$ cat config.mk
export PLATFORM = sky130hd
export DESIGN_NAME = wb_write_queue
export DESIGN_NICKNAME = d
export VERILOG_FILES = /design/src/rtl/wbq_pkg.sv /design/src/rtl/wbq_fwd_match.sv /design/src/rtl/wb_write_queue.sv
export SDC_FILE = /design/constraint.sdc
export NUM_CORES = 1
export LEC_CHECK = 0
export BUFFER_PORTS_ARGS = -buffer_cell sky130_fd_sc_hd__buf_2
export CAP_MARGIN = 5
export CORE_MARGIN = 5
export CORE_UTILIZATION = 44
export DETAILED_ROUTE_END_ITERATION = 12
export PLACE_DENSITY = 0.64
export SKIP_CTS_REPAIR_TIMING = 1
export SLEW_MARGIN = 20
export SYNTH_ARGS = -nofsm -noshare
export SYNTH_HDL_FRONTEND = slang
export SYNTH_SLANG_ARGS = --single-unit
export TNS_END_PERCENT = 1
$ cat constraint.sdc
create_clock -name CLK -period 4.55 [get_ports CLK]
set_input_delay 1.1375 -clock CLK [delete_from_list [all_inputs] [get_ports CLK]]
set_output_delay 1.1375 -clock CLK [all_outputs]
set_load 0.05 [all_outputs]
$ cat src/rtl/wbq_pkg.sv
// wbq_pkg: shared types and constants for the writeback write queue.
//   ADDR_W / DATA_W : register address / data widths of the 32x32 register file
//   wbq_entry_t     : one queued register write {addr, data}
//   DEPTH_MIN/MAX   : legal queue depth range (power of two only)
package wbq_pkg;
  localparam int ADDR_W    = 5;
  localparam int DATA_W    = 32;
  localparam int DEPTH_MIN = 2;
  localparam int DEPTH_MAX = 8;

  typedef struct packed {
    logic [ADDR_W-1:0] addr;
    logic [DATA_W-1:0] data;
  } wbq_entry_t;

  function automatic bit wbq_depth_ok(input int d);
    return (d >= DEPTH_MIN) && (d <= DEPTH_MAX) && ((d & (d - 1)) == 0);
  endfunction
endpackage

$ cat src/rtl/wbq_fwd_match.sv
// wbq_fwd_match: youngest-first forwarding search over the queue storage.
//   entries : queue storage, indexed by physical slot
//   valid   : occupied-slot mask
//   tail    : write pointer (slot the next push lands in)
//   lk_addr : register being looked up
//   hit     : some occupied slot holds lk_addr (never for r0)
//   data    : data of the youngest matching slot
module wbq_fwd_match
  import wbq_pkg::*;
#(
  parameter  int DEPTH = 4,
  localparam int PTR_W = $clog2(DEPTH)
) (
  input  wbq_entry_t [DEPTH-1:0]  entries,
  input  logic [DEPTH-1:0]        valid,
  input  logic [PTR_W-1:0]        tail,
  input  logic [ADDR_W-1:0]       lk_addr,
  output logic                    hit,
  output logic [DATA_W-1:0]       data
);
  logic [PTR_W-1:0] idx;

  // Walk from the oldest slot (tail-DEPTH) to the youngest (tail-1); a later
  // match overrides an earlier one, so the youngest entry wins.
  always_comb begin
    hit  = 1'b0;
    data = '0;
    idx  = '0;
    for (int k = DEPTH; k >= 1; k--) begin
      idx = tail - PTR_W'(k);
      if (valid[idx] && (lk_addr != '0) && (entries[idx].addr == lk_addr)) begin
        hit  = 1'b1;
        data = entries[idx].data;
      end
    end
  end
endmodule

$ cat src/rtl/wb_write_queue.sv
// wb_write_queue: in-order writeback buffer in front of the register file
// write port, with optional forwarding lookups into pending entries.
//   CLK/RST_N              : clock, async active-low reset
//   InValid/InReady        : request handshake (InAddr, InData)
//   DrainEn                : permit one register file write this cycle
//   RegWriteW/A3/WD        : register file write port, driven from the head
//   LkAddr1/2 -> LkHit/Data: forwarding lookups (youngest pending match)
//   Count                  : occupied entries
// Build option: define WBQ_FWD_EN to build the lookup logic; without it the
// lookup outputs are tied to zero and the lookup ports are ignored.
// DATA_W / ADDR_W must match the wbq_pkg widths used by the entry struct.
module wb_write_queue
  import wbq_pkg::*;
#(
  parameter int DEPTH  = 4,
  parameter int DATA_W = wbq_pkg::DATA_W,
  parameter int ADDR_W = wbq_pkg::ADDR_W
) (
  input  logic              CLK,
  input  logic              RST_N,
  input  logic              InValid,
  output logic              InReady,
  input  logic [ADDR_W-1:0] InAddr,
  input  logic [DATA_W-1:0] InData,
  input  logic              DrainEn,
  output logic              RegWriteW,
  output logic [ADDR_W-1:0] A3,
  output logic [DATA_W-1:0] WD,
  input  logic [ADDR_W-1:0] LkAddr1,
  input  logic [ADDR_W-1:0] LkAddr2,
  output logic              LkHit1,
  output logic              LkHit2,
  output logic [DATA_W-1:0] LkData1,
  output logic [DATA_W-1:0] LkData2,
  output logic [3:0]        Count
);
  localparam int PTR_W = $clog2(DEPTH);

  if (!wbq_depth_ok(DEPTH)) begin : g_depth_check
    $error("wb_write_queue: DEPTH must be a power of two in 2..8");
  end

  wbq_entry_t [DEPTH-1:0] mem_q, mem_d;
  logic [PTR_W-1:0]       wr_ptr_q, wr_ptr_d;
  logic [PTR_W-1:0]       rd_ptr_q, rd_ptr_d;
  logic [3:0]             count_q, count_d;
  logic                   push, pop, not_empty;

  // Ready depends only on occupancy: a full queue stalls even if it pops now.
  assign InReady   = (count_q < 4'(DEPTH));
  assign not_empty = (count_q != 4'd0);
  // r0 writes are accepted and dropped.
  assign push      = InValid && InReady && (InAddr != '0);
  assign pop       = DrainEn && not_empty;

  always_comb begin
    mem_d    = mem_q;
    wr_ptr_d = wr_ptr_q;
    rd_ptr_d = rd_ptr_q;
    count_d  = count_q;
    if (push) begin
      mem_d[wr_ptr_q] = '{addr: InAddr, data: InData};
      wr_ptr_d        = wr_ptr_q + PTR_W'(1);
    end
    if (pop) rd_ptr_d = rd_ptr_q + PTR_W'(1);
    case ({push, pop})
      2'b10:   count_d = count_q + 4'd1;
      2'b01:   count_d = count_q - 4'd1;
      default: count_d = count_q;
    endcase
  end

  always_ff @(posedge CLK or negedge RST_N) begin
    if (!RST_N) begin
      mem_q    <= '0;
      wr_ptr_q <= '0;
      rd_ptr_q <= '0;
      count_q  <= '0;
    end else begin
      mem_q    <= mem_d;
      wr_ptr_q <= wr_ptr_d;
      rd_ptr_q <= rd_ptr_d;
      count_q  <= count_d;
    end
  end

  // Write port comes straight from storage; gated to zero when empty.
  always_comb begin
    RegWriteW = pop;
    A3        = '0;
    WD        = '0;
    if (not_empty) begin
      A3 = mem_q[rd_ptr_q].addr;
      WD = mem_q[rd_ptr_q].data;
    end
  end

  assign Count = count_q;

`ifdef WBQ_FWD_EN
  logic [DEPTH-1:0] occ;

  // A slot is occupied when its distance from the head is below Count.
  always_comb begin
    occ = '0;
    for (int i = 0; i < DEPTH; i++) begin
      occ[i] = (4'(PTR_W'(PTR_W'(i) - rd_ptr_q)) < count_q);
    end
  end

  wbq_fwd_match #(.DEPTH(DEPTH)) u_fwd1 (
    .entries (mem_q),
    .valid   (occ),
    .tail    (wr_ptr_q),
    .lk_addr (LkAddr1),
    .hit     (LkHit1),
    .data    (LkData1)
  );

  wbq_fwd_match #(.DEPTH(DEPTH)) u_fwd2 (
    .entries (mem_q),
    .valid   (occ),
    .tail    (wr_ptr_q),
    .lk_addr (LkAddr2),
    .hit     (LkHit2),
    .data    (LkData2)
  );
`else
  logic unused_lk;
  assign unused_lk = ^{LkAddr1, LkAddr2};
  assign LkHit1    = 1'b0;
  assign LkHit2    = 1'b0;
  assign LkData1   = '0;
  assign LkData2   = '0;
`endif
endmodule

======== Word-level counts from Yosys, hierarchy flattened ========
Index checks and enable logic that the tools add are counted.
cells by class
  eq/ne operators ......................... 2
  multiplexer cells ....................... 8
  $lt $le $gt $ge ......................... 4
  $add $sub $neg .......................... 4
  reductions and logical operators ........ 7
operators with widths
  cell                   count
  $bwmux W148            1
  $bmux W37 S2           1
  $demux W37 S2          1
  $mux W37               2
  $mux W32               1
  $pmux W4 S2            1
  $lt A2 B3 Y1 const B   2
  $mux W5                1
  $reduce_bool A5 Y1     1
  $add A2 B1 Y2 const B  2
  $add A4 B1 Y4 const B  1
  $logic_and A1 B1 Y1    4
  $lt A4 B3 Y1 const B   1
  $reduce_bool A4 Y1     1
  $sub A4 B1 Y4 const B  1
  $eq A2 B1 Y1 const B   1
  $eq A2 B2 Y1 const B   1
  $ge A2 B1 Y1 const B   1
  $reduce_bool A2 Y1     1
word-level totals
  input port bits ......................... 51
  flip-flop bits (word level) ............. 156
  word-level logic and storage cells ...... 36
  output and inout bits ................... 109

======== Logic depth before layout (Yosys ltp) ========
Gate-level depths: netlist (run 1).
  depth in word-level cells ............... 5
  depth in mapped cells ................... 11
  gate-level depth less buffers ........... 10

======== Worst setup path before layout (run 1) ========
OpenSTA, ideal clock, no wires.
  kind .................................... input to register
  from .................................... input port DrainEn
  to ...................................... register count_q[2] (netlist: Count[2])
  buffers on the path ..................... 0
  arrival time ............................ 3,151 ps
  setup time .............................. 148 ps
  stages .................................. 8
  required time ........................... 4,402 ps
  setup slack ............................. 1,251 ps
  cells stage by stage .................... nor2b_1 > ha_1 > xor2_1 > ha_1 > a21oi_1 > xor2_1 > nor2_1 > xor2_1
between the ends
  word-level cells in the longest chain between the ends .. 3
  elaborated cells between the ends (all ways) .. 5
  classes of those cells .................. eq/ne (2); mux (1); reduce/logical (2)
ends and longest elaborated chain
  element                                            RTL line              text
  start, declared                                    wb_write_queue.sv:25  input logic DrainEn,
  $logic_and A1 B1 Y1 (*)                            wb_write_queue.sv:54  assign pop = DrainEn && not_empty;
  $eq A2 B1 Y1 or $eq A2 B2 Y1 (tied branches)       wb_write_queue.sv:66  case ({push, pop})
  $pmux W4 S2 or $reduce_bool A2 Y1 (tied branches)  --
  end signal, assigned                               wb_write_queue.sv:83  count_q <= count_d;
  end, declared                                      wb_write_queue.sv:46  logic [3:0] count_q, count_d;
Mark *: on every way between the ends. The rest lies on a longest branch, timed or not.
A chain may end at the register's enable or synchronous reset.

======== Final worst setup path (run 1) ========
  from .................................... register rd_ptr_q[0]
  to ...................................... output port WD[29]
between the ends
  word-level cells in the longest chain between the ends .. 3
ends and longest elaborated chain
  element                         RTL line              text
  start, declared                 wb_write_queue.sv:45  logic [PTR_W-1:0] rd_ptr_q, rd_ptr_d;
  start signal, assigned          wb_write_queue.sv:82  rd_ptr_q <= rd_ptr_d;
  $bmux W37 S2                    wb_write_queue.sv:94  WD = mem_q[rd_ptr_q].data;
  $mux W37 (implied by the code)  wb_write_queue.sv:94
  $mux W32                        wb_write_queue.sv:92  if (not_empty) begin
  end, declared                   wb_write_queue.sv:28  output logic [DATA_W-1:0] WD,
No other way between the ends. The select of a mux whose other input is x is not followed.

==> results by group, run 1 <==
Status
  • Status: completed

Min path
  • Hold crit path type: flop to flop

Clock network
  • Clock Pin Slew Worst Setup and Hold Paths: 0.06 ns
  • CTS tree: done
  • CTS buffer count: 17
  • Clock sinks: 156
  • H-tree depth: 4
  • Clk buf depth: 2
  • CTS Root Cell: clkbuf_16
  • Clk_lat worst skew: 0.42 ns

Synthesis
  • Gate Count Post-Synth: 509
  • YS warnings: 0
  • Synthesized area: 0.008247 mm^2
  • Seq/Total Area, Yosys: 47.34%
  • Top cell type's share of synthesized area: 47.34%
  • Synth area leader: dfrtp_1
  • Ranking of synthesized cells by area: dfrtp_1, mux2_4, mux4_2
  • #FFs+latches synth: 156
  • Synth cell types: 29
  • Avg Cell Area, Syn: 16.20 um^2

Detailed routing
  • Number of DRC markers in iteration 0: 213
  • Vias/cell: 4.964
  • First-pass DRT Iterations: 4
  • DRC: 0
  • Routed len/inst: 19.61 um
  • Antenna-violating nets left: 0
  • Total wire length: 16,400 um
  • Vias: 4,150

Die
  • Die Wd: 146.9 um
  • Die height: 146.9 um
  • Core area: 0.01858 mm^2
  • Ports: 160
  • Die ar.: 0.02158 mm^2
  • Initial Util: 44.38%
  • Rows: 50

Global route
  • GRT overflow: 0
  • Pin count of the biggest net entering global routing: 104
  • Grt met1 use: 20.43%
  • GR Layer Usage met3: 5.028%
  • First-pass GRT wire length: 25,940 um
  • GR peak layer: met2
  • Vias in the first global route: 4,594
  • Initial antenna violation count: 2
  • GR Util met2: 25.40%
  • Overall global routing resource usage: 15.50%

Timing
  • RSZ-0062 raised after global routing: false
  • Max Slew Vio Count: 0
  • Final setup fails: 0
  • Fin Clk Skew: 0.007193 ns
  • Period Utilization, post-route: 78.24%
  • Final Critical Period: 3.560 ns
  • Hold Vio Cnt, Final: 0
  • Worst slew pin tran: 0.9896 ns
  • Setup TNS: 0 ns
  • WHS: 0.5017 ns
  • Rel. slew slack: 34.03%
  • Fmax: 0.2809 GHz

Cells and area
  • Fin util: 48.32%
  • Nets: 649
  • Number of diodes: 0
  • Layout cells sized above 1: 51.16%
  • Syn-to-layout area delta: 8.861%

Power
  • Max VDD drop: 668.5 uV
  • P per Cell Area: 888.5 mW/mm^2
  • Leakage power: 4.516 nW

Place
  • GP Congestion: 0.6912
  • DPL Wire Length: 10,120 um
  • Port bufs: 83

Flow run
  • Max Cap Violations: 0

Critical path
  • CP Max Fanout: 39
  • Worst Path Arrival: 2.42 ns
  • Setup Crit Path Kind: flop to output pin
  • Crit path largest cell delay: 1.00 ns
  • Crit end category: output pin
  • Data required, critical path: 3.41 ns
  • CP Buf/Inv Count: 1
  • CP max-delay cell: dfrtp_4
  • Crit-path cells: mux4_2 -> nor2b_1 -> buf_2
  • CP delay by family, top: flip-flops
  • Startpoint class of the critical path: flop
==> cell usage after synthesis <==
library cell,number
mux2i_1,1
buf_4,66
xor2_1,5
mux2_2,29
buf_2,3
nor3_1,1
mux2_4,120
inv_1,3
nor4b_1,1
nor2b_1,39
nor4_1,1
ha_1,7
mux4_2,37
o41ai_1,1
nand2_1,2
dfrtp_1,156
a41oi_1,1
buf_1,3
buf_6,1
o311a_1,1
conb_1,1
nor2_1,2
buf_12,12
o21ai_0,1
xnor2_1,3
nand2_8,4
clkbuf_1,6
a21oi_1,1
or3_1,1
==> cell type report <==
cell class,instances,area [um^2]
multi-input combinational,324,3786
inverter,3,11.26
clock buffer,23,467.9
sequential,156,3909
clock inverter,7,43.79
tap,234,292.8
fill,1585,9603
timing repair buffer,89,466.7
==> registers in the layout, summed over array words and instances (netlist names) <==
name,cells
rd_ptr_q,2
wr_ptr_q,2
Count,4
mem_q,148
==> placed cells by master, fill, tap and decap left out, drive strengths merged <==
master,Yosys,routed
nor4,1,1
o41ai,1,1
conb,1,66
nor4b,1,1
a41oi,1,1
clkbuf,6,23
nand2,6,6
o21ai,1,1
dfrtp,156,156
nor2b,39,39
clkinv,0,5
xor2,5,5
clkinvlp,0,2
xnor2,3,3
o311a,1,1
ha,7,7
a21oi,1,1
mux4,37,37
mux2,149,149
nor3,1,1
nor2,2,2
inv,3,3
or3,1,1
buf,85,89
mux2i,1,1
==> where the power goes <==
part | switching [mW] | internal, mW
registers | 0.555 | 2.07
logic | 2.25 | 1.86
clock network | 0.531 | 0.716
==> logic make-up (layout without fill, tap and decap cells) <==
| family | Yosys count | count (layout) | synth area share [%] |
|---|---|---|---|
| mux | 187 | 187 | 36.03 |
| flops | 156 | 156 | 47.34 |
| buf+inv | 94 | 122 | 9.786 |
| simple gates | 51 | 51 | 4.430 |
| xor+xnor | 8 | 8 | 0.8497 |
| fa+ha+maj | 7 | 7 | 1.062 |
| compound gates | 5 | 5 | 0.4551 |
| other cells | 1 | 66 | 0.04547 |
==> routing by layer <==
metal	vias to the layer above	share of wire (%)
li1	1832	-
met3	9	5.6
met4	4	0.45
met5	-	0.15
met2	117	49
met1	2188	45
==> stage by stage <==
stage                     power (mW)  area, um^2  std cells  setup WS, ns
after floorplan                5.992        8491        574         1.251
after global placement         6.656        8466        806        0.8888
after detailed placement       6.780        8466        806        0.8576
after CTS                      8.070        8977        836        0.8943
after global routing           8.384        8977        836        0.8136
final                          7.976        8977        836        0.9899
==> final timing paths <==
check | startpoint | endpoint | slack, ns | cells past startpoint
max in group asynchronous | RST_N | mem_q[120]$_DFFE_PN0P_ | 2.70 | 2
min in group asynchronous | RST_N | mem_q[17]$_DFFE_PN0P_ | 0.80 | 1
worst max register to register | Count[2]$_DFFE_PN0P_ | Count[2]$_DFFE_PN0P_ | 1.59 | 10
worst min register to register | mem_q[113]$_DFFE_PN0P_ | mem_q[113]$_DFFE_PN0P_ | 0.50 | 1
worst min-delay path | mem_q[113]$_DFFE_PN0P_ | mem_q[113]$_DFFE_PN0P_ | 0.50 | 1
worst max-delay path | rd_ptr_q[0]$_DFFE_PN0P_ | WD[29] | 0.99 | 3
Note: power is estimated with default switching activity, not from simulation.
==> inputs of run 2 (changes only) <==
--- a/config.mk
+++ b/config.mk
@@ -5,12 +5,13 @@
 export SDC_FILE = /design/constraint.sdc
 export NUM_CORES = 1
 export LEC_CHECK = 0
+export ABC_AREA = 1
 export BUFFER_PORTS_ARGS = -buffer_cell sky130_fd_sc_hd__buf_2
 export CAP_MARGIN = 5
 export CORE_MARGIN = 5
 export CORE_UTILIZATION = 44
 export DETAILED_ROUTE_END_ITERATION = 12
-export PLACE_DENSITY = 0.64
+export PLACE_DENSITY = 0.67
 export SKIP_CTS_REPAIR_TIMING = 1
 export SLEW_MARGIN = 20
 export SYNTH_ARGS = -nofsm -noshare
==> constraint.sdc (replaced) <==
create_clock -name CLK -period 3.15 [get_ports CLK]
set_input_delay 0.7875 -clock CLK [delete_from_list [all_inputs] [get_ports CLK]]
set_output_delay 0.7875 -clock CLK [all_outputs]
set_load 0.05 [all_outputs]
==> results by group, run 2 <==
Status
  • Status: completed

Synthesis
  • Gate Count Post-Synth: 934 (+83%)
  • Compound-cell area share of the yosys netlist: 19.52% (+19 points)
  • YS warnings: 0 (unchanged)
  • Multiplexer share of the synthesized area: 0% (-36 points)
  • Top FF cell, synth: dfrtp_1
  • Simple-gate area share of the yosys netlist: 15.88% (+11 points)
  • Post-synth top cells: nand2_1, dfrtp_1, nor2_1
  • Post-Synth Adder-Cell Area: 1.108% (+0.046 points)
  • Avg Cell Area, Syn: 8.461 um^2 (-48%)
  • Post-synth EDFFs: 0 (unchanged)
  • Ranking of synthesized cells by area: dfrtp_1, nand2_1, nor2_1
  • #FFs+latches synth: 156 (unchanged)
  • Top cell type's share of synthesized area: 49.40% (+2.1 points)
  • Synth area leader: dfrtp_1
  • Seq/Total Area, Yosys: 49.40% (+2.1 points)
  • Post-Synth XOR/XNOR Area: 0.5541% (-0.30 points)
  • Dominant cell by count in the synthesized netlist: nand2_1
  • Largest family of logic cells by synthesized area: compound AO/OA/AOI/OAI gates
  • FFs w/ async S/R, synth: 100.0% (unchanged)
  • Synth cell types: 24 (-17%)
  • Synthesized area: 0.007903 mm^2 (-4.2%)

Power
  • Switching power: 5.450 mW (+64%)
  • Net Sw Frac: 48.59% (+6.8 points)
  • Leakage power: 4.435 nW (-1.8%)
  • Internal Power: 5.766 mW (+24%)
  • P per Cell Area: 1278 mW/mm^2 (+44%)
  • Comb pwr share: 52.2% (+0.7 points)
  • Clock network fraction of design power: 17.6% (+2.0 points)
  • Max VDD drop: 1005 uV (+50%)
  • Share of power burned in registers: 30.2% (-2.7 points)

Clock network
  • CTS buffer count: 17 (unchanged)
  • CTS tree: done
  • Clk buf depth: 2 (unchanged)
  • Clk_lat worst skew: 0.43 ns (about the same)
  • Clock sinks: 156 (unchanged)
  • H-tree depth: 4 (unchanged)
  • CTS Root Cell: clkbuf_16
  • Clock Pin Slew Worst Setup and Hold Paths: 0.06 ns (about the same)

Global route
  • Initial antenna violation count: 0 (-2)
  • GRT overflow: 0 (unchanged)
  • Vias in the first global route: 5,550 (+21%)
  • Pin count of the biggest net entering global routing: 68 (-35%)
  • Overall global routing resource usage: 17.36% (+1.9 points)
  • First-pass GRT wire length: 28,500 um (+9.8%)

Place
  • Placed cells: 1,204 (+49%)
  • GP Congestion: 0.7745 (+12%)
  • Port bufs: 83 (unchanged)
  • DPL Wire Length: 10,960 um (+8.4%)

Cells and area
  • Layout fillers: 1,723 (+8.7%)
  • Number of flip-flops in the largest register: 148 (unchanged)
  • Area of the multi-input gates: 0.003209 mm^2 (-15%)
  • Final Non-Filler Cells: 1,236 (+48%)
  • Syn-to-layout area delta: 11.08%
  • Most frequent cells in the layout: nand2_1, dfrtp_1, nor2_1, o21ai_0, buf_2
  • Nets: 1,052 (+62%)
  • Commonest non-fill, non-tap cell in the layout: nand2_1
  • Layout cells sized above 1: 19.96% (-31 points)
  • Largest reg by FF count: mem_q
  • Number of diodes: 0 (unchanged)
  • FF+latch area: 0.003906 mm^2 (about the same)

Critical path
  • Worst Path Arrival: 2.13 ns (-0.29 ns)
  • Data required, critical path: 2.36 ns (-1.05 ns)
  • Startpoint class of the critical path: flop
  • Crit end category: output pin
  • CP Max Fanout: 22 (-44%)
  • Setup Crit Path Kind: flop to output pin
  • Crit-path cells: nor2_2 -> nand2_1 -> inv_2 -> buf_4 -> a21oi_1 -> buf_2
  • Crit path largest cell delay: 0.47 ns (-0.53 ns)
  • CP max-delay cell: dfrtp_1

Detailed routing
  • Antenna-violating nets left: 0 (unchanged)
  • Vias/cell: 4.878 (-1.7%)
  • Vias: 6,029 (+45%)
  • DRC: 0 (unchanged)
  • Number of DRC markers in iteration 0: 371 (+74%)
  • First-pass DRT Iterations: 5 (+1)
  • Total wire length: 17,340 um (+5.8%)
  • Routed len/inst: 14.03 um (-28%)

Die
  • Initial Util: 44.29% (-0.089 points)
  • Die Wd: 144.0 um (-2.0%)
  • Rows: 49 (-2.0%)
  • Die ar.: 0.02074 mm^2 (-3.9%)
  • Core area: 0.01784 mm^2 (-4.0%)
  • Ports: 160 (unchanged)
  • Die height: 144.0 um (-2.0%)

Timing
  • Fin Clk Skew: 0.01035 ns (+0.003156 ns)
  • Hold Vio Cnt, Final: 0 (unchanged)
  • Fmax: 0.3427 GHz
  • Rel. slew slack: 53.96% (+20 points)
  • Max Slew Vio Count: 0 (unchanged)
  • Period Utilization, post-route: 92.62%
  • RSZ-0062 raised after global routing: false
  • Worst slew pin tran: 0.6896 ns (-0.3000 ns)
  • Final Critical Period: 2.918 ns
  • Setup TNS: 0 ns (unchanged)
  • Final setup fails: 0 (unchanged)

Min path
  • Hold crit path type: primary input to async pin

Flow run
  • Max Cap Violations: 0 (unchanged)
==> run 2: changes by cell type in the layout (fill, tap and decap cells not counted), moves of 39 or more <==
cell,change
nor2b_1,-39
o21ai_2,+60
o21ai_1,+67
o21ai_0,+96
inv_1,+40
nor2_1,+152
mux2_4,-120
nand2_1,+161
==> run 2: routing by layer <==
metal | vias to the layer above | wire length [um] | track usage (%)
met3 | 17 | 1087 | 4.530
met2 | 161 | 8047 | 27.19
met5 | - | 0 | 0
li1 | 3005 | - | -
met1 | 2846 | 8032 | 24.18
met4 | 0 | 174 | 4.410
==> run 2: layout make-up <==
cell class,instances,share of cell area (%)
clock buffers,26,5.459
flip-flops and latches,156,44.50
well taps,229,3.264
multi-input cells,670,36.56
repair buffers,100,7.141
clock inverters,6,0.9835
inverters,49,2.095
==> run 2: kinds of logic (layout without fill, tap and decap cells) <==
group                    Yosys count  count (layout)
AND/OR/NAND/NOR                  329             329
AO/OA/AOI/OAI                    263             263
buffers and inverters            173             181
flip-flops                       156             156
adder cells (fa/ha/maj)            7               7
XOR/XNOR                           5               5
other                              1              66
==> run 2: path summary, 6_finish.rpt <==
check,start,end,cells past startpoint,slack [ns]
min in group CLK,mem_q[38]$_DFFE_PN0P_,mem_q[38]$_DFFE_PN0P_,2,0.48
min,RST_N,mem_q[121]$_DFFE_PN0P_,1,0.35
max reg2reg,Count[2]$_DFFE_PN0P_,Count[2]$_DFFE_PN0P_,12,1.00
max,Count[2]$_DFFE_PN0P_,WD[0],6,0.23
min reg2reg,mem_q[38]$_DFFE_PN0P_,mem_q[38]$_DFFE_PN0P_,2,0.48
max in group asynchronous,RST_N,mem_q[69]$_DFFE_PN0P_,2,2.05
==> run 2: metrics by stage <==
stage	util [%]	setup WS, ns	hold slack [ns]	power (mW)	cell area [um^2]
after floorplan	-	0.1880	0.4478	8.003	8149
after global placement	46.03	0.6573	0.4590	9.210	8213
after detailed placement	46.03	0.6476	0.4631	9.303	8213
after CTS	49.20	0.1950	0.3856	11.32	8778
after global routing	49.20	0.07704	0.4193	12.02	8778
final	49.20	0.2323	0.3521	11.22	8778
==> run 2: worst max-delay path, delay by kind of cell (launching register included) <==
kind	cells	cell delay, ns
buffers and inverters	3	0.91
DFF	1	0.47
and+or+nand+nor	2	0.23
AOI/OAI and AO/OA	1	0.08
==> run 2: power by group through the flow <==
stage | logic (mW) | registers (mW) | clock network [mW]
4_1_cts | 5.91 | 3.39 | 2.02
3_5_place_dp | 5.89 | 3.41 | 0
6_report | 5.85 | 3.39 | 1.97
5_1_grt | 6.41 | 3.50 | 2.10
2_1_floorplan | 4.61 | 3.40 | 0
3_3_place_gp | 5.82 | 3.39 | 0
==> inputs of run 3 (changes only) <==
--- a/config.mk
+++ b/config.mk
@@ -5,13 +5,13 @@
 export SDC_FILE = /design/constraint.sdc
 export NUM_CORES = 1
 export LEC_CHECK = 0
-export ABC_AREA = 1
+export ABC_AREA = 0
 export BUFFER_PORTS_ARGS = -buffer_cell sky130_fd_sc_hd__buf_2
 export CAP_MARGIN = 5
 export CORE_MARGIN = 5
 export CORE_UTILIZATION = 44
 export DETAILED_ROUTE_END_ITERATION = 12
-export PLACE_DENSITY = 0.67
+export PLACE_DENSITY = 0.66
 export SKIP_CTS_REPAIR_TIMING = 1
 export SLEW_MARGIN = 20
 export SYNTH_ARGS = -nofsm -noshare
==> results by group, run 3 (synthesis results as in run 1) <==
Clock network
  • CTS buffer count: 17 (unchanged)
  • Clk_lat worst skew: 0.42 ns (about the same)
  • Clock Pin Slew Worst Setup and Hold Paths: 0.06 ns (about the same)
  • Clock sinks: 156 (unchanged)
  • CTS tree: done
  • Clk buf depth: 2 (unchanged)
  • H-tree depth: 4 (unchanged)
  • CTS Root Cell: clkbuf_16

Timing
  • Final WS setup: 0.2242 ns (-0.008127 ns)
  • Max Slew Vio Count: 0 (unchanged)
  • Worst slew pin tran: 0.6295 ns (-0.06016 ns)
  • Fin Clk Skew: 0.007699 ns (-0.002650 ns)
  • Setup TNS: 0 ns (unchanged)
  • RSZ-0062 raised after global routing: false
  • Final setup fails: 0 (unchanged)
  • Final Critical Period: 2.926 ns (+0.008127 ns)
  • Hold Vio Cnt, Final: 0 (unchanged)
  • Rel. slew slack: 58.04% (+4.1 points)
  • Fmax: 0.3418 GHz (-0.28%)
  • Period Utilization, post-route: 92.88% (+0.26 points)

Global route
  • Overall global routing resource usage: 15.60% (-1.8 points)
  • Vias in the first global route: 4,659 (-16%)
  • First-pass GRT wire length: 26,410 um (-7.3%)
  • Pin count of the biggest net entering global routing: 73 (+7.4%)
  • GRT overflow: 0 (unchanged)
  • Initial antenna violation count: 0 (unchanged)

Critical path
  • Setup Crit Path Kind: flop to output pin
  • Crit-path cells: buf_4 -> mux4_2 -> nor2b_1 -> buf_2
  • CP Buf/Inv Count: 2 (-1)
  • Crit end category: output pin
  • Startpoint class of the critical path: flop
  • Crit path largest cell delay: 0.56 ns (+0.09 ns)
  • CP max-delay cell: mux4_2
  • Worst Path Arrival: 2.14 ns (about the same)
  • CP Max Fanout: 22 (unchanged)
  • Data required, critical path: 2.36 ns (about the same)
  • CP delay by family, top: buffers and inverters

Place
  • Port bufs: 83 (unchanged)
  • GP Congestion: 0.7253 (-6.4%)
  • Dpl ws: 0.1956 ns (-0.4520 ns)
  • Placed cells: 808 (-33%)
  • DPL Wire Length: 10,010 um (-8.7%)

Cells and area
  • Number of diodes: 0 (unchanged)
  • Final Non-Filler Cells: 839 (-32%)
  • Most frequent cells in the layout: dfrtp_1, mux2_4, buf_2, conb_1, nor2b_1
  • Number of flip-flops in the largest register: 148 (unchanged)
  • Largest reg by FF count: mem_q
  • Syn-to-layout area delta: 10.18%
  • Layout cells sized above 1: 51.74% (+32 points)
  • Layout fillers: 1,629 (-5.5%)
  • Nets: 651 (-38%)
  • Commonest non-fill, non-tap cell in the layout: dfrtp_1

Die
  • Ports: 160 (unchanged)
  • Die height: 146.9 um (+2.0%)
  • Die ar.: 0.02158 mm^2 (+4.0%)
  • Initial Util: 44.38% (+0.089 points)
  • Die Wd: 146.9 um (+2.0%)
  • Rows: 50 (+2.0%)
  • Core area: 0.01858 mm^2 (+4.1%)

Detailed routing
  • Number of DRC markers in iteration 0: 191 (-49%)
  • Antenna-violating nets left: 0 (unchanged)
  • Vias: 4,201 (-30%)
  • Vias/cell: 5.007 (+2.7%)
  • DRC: 0 (unchanged)
  • First-pass DRT Iterations: 4 (-1)
  • Routed len/inst: 19.43 um (+38%)
  • Total wire length: 16,300 um (-6.0%)

Power
  • P per Cell Area: 1293 mW/mm^2 (+1.2%)
  • Leakage power: 4.554 nW (+2.7%)
  • Max VDD drop: 1072 uV (+6.6%)

Min path
  • Hold crit path type: primary input to async pin

Status
  • Status: completed

Flow run
  • Max Cap Violations: 0 (unchanged)
-- run 3: routing by layer --
metal  vias up  global-route usage, %  part of all wire (%)
li1       1846                      -                     -
met1      2214                  21.17                    45
met2       130                  25.14                    49
met3        11                  4.534                   5.2
met4         0                  3.402                  0.77
met5         -                      0                     0
-- run 3: final cells by class --
cell class	instances	area [um^2]	area share, %
sequential	156	3906	42.99
multi-input combinational	324	3789	41.70
tap	234	292.8	3.222
clock inverter	10	117.6	1.294
inverter	3	11.26	0.1239
clock buffer	21	450.4	4.957
timing repair buffer	91	519.2	5.715
-- run 3: metrics by stage --
stage / utilization, % / instance area (um^2) / hold WS [ns] / power, mW
after floorplan: - / 8493 / 0.4738 / 8.659
after global routing: 48.90 / 9086 / 0.2608 / 12.38
final: 48.90 / 9086 / 0.2510 / 11.75
after detailed placement: 45.85 / 8518 / 0.4899 / 9.832
after global placement: 45.85 / 8518 / 0.4819 / 9.665
after CTS: 48.90 / 9086 / 0.2564 / 11.89
-- run 3: report_power, final --
group          total (mW)  internal [mW]  leakage (nW)  switching (mW)
Clock                1.99           1.18         0.266           0.811
Sequential           3.61           2.99          1.91           0.618
Combinational        6.15           2.72          2.38            3.43
Total                11.8           6.90          4.55            4.86
-- run 3: final timing paths --
| kind | slack (ns) | to | cells past startpoint | startpoint |
|---|---|---|---|---|
| min reg2reg | 0.50 | mem_q[74]$_DFFE_PN0P_ | 1 | mem_q[74]$_DFFE_PN0P_ |
| max reg2reg | 0.70 | Count[2]$_DFFE_PN0P_ | 9 | Count[1]$_DFFE_PN0P_ |
| max | 0.22 | A3[3] | 4 | rd_ptr_q[0]$_DFFE_PN0P_ |
| min | 0.25 | mem_q[3]$_DFFE_PN0P_ | 1 | RST_N |
| max in group asynchronous | 1.93 | mem_q[23]$_DFFE_PN0P_ | 2 | RST_N |
| min in group CLK | 0.50 | mem_q[74]$_DFFE_PN0P_ | 1 | mem_q[74]$_DFFE_PN0P_ |
-- run 3: worst reg2reg max path, delay by kind of cell (launching register included) --
| family | cells | cell delay (ns) |
|---|---|---|
| AOI/OAI and AO/OA | 1 | 0.14 |
| xor gates and xnor gates | 3 | 0.49 |
| adders and majority gates | 2 | 0.51 |
| DFF | 1 | 0.47 |
| and+or+nand+nor | 3 | 0.73 |
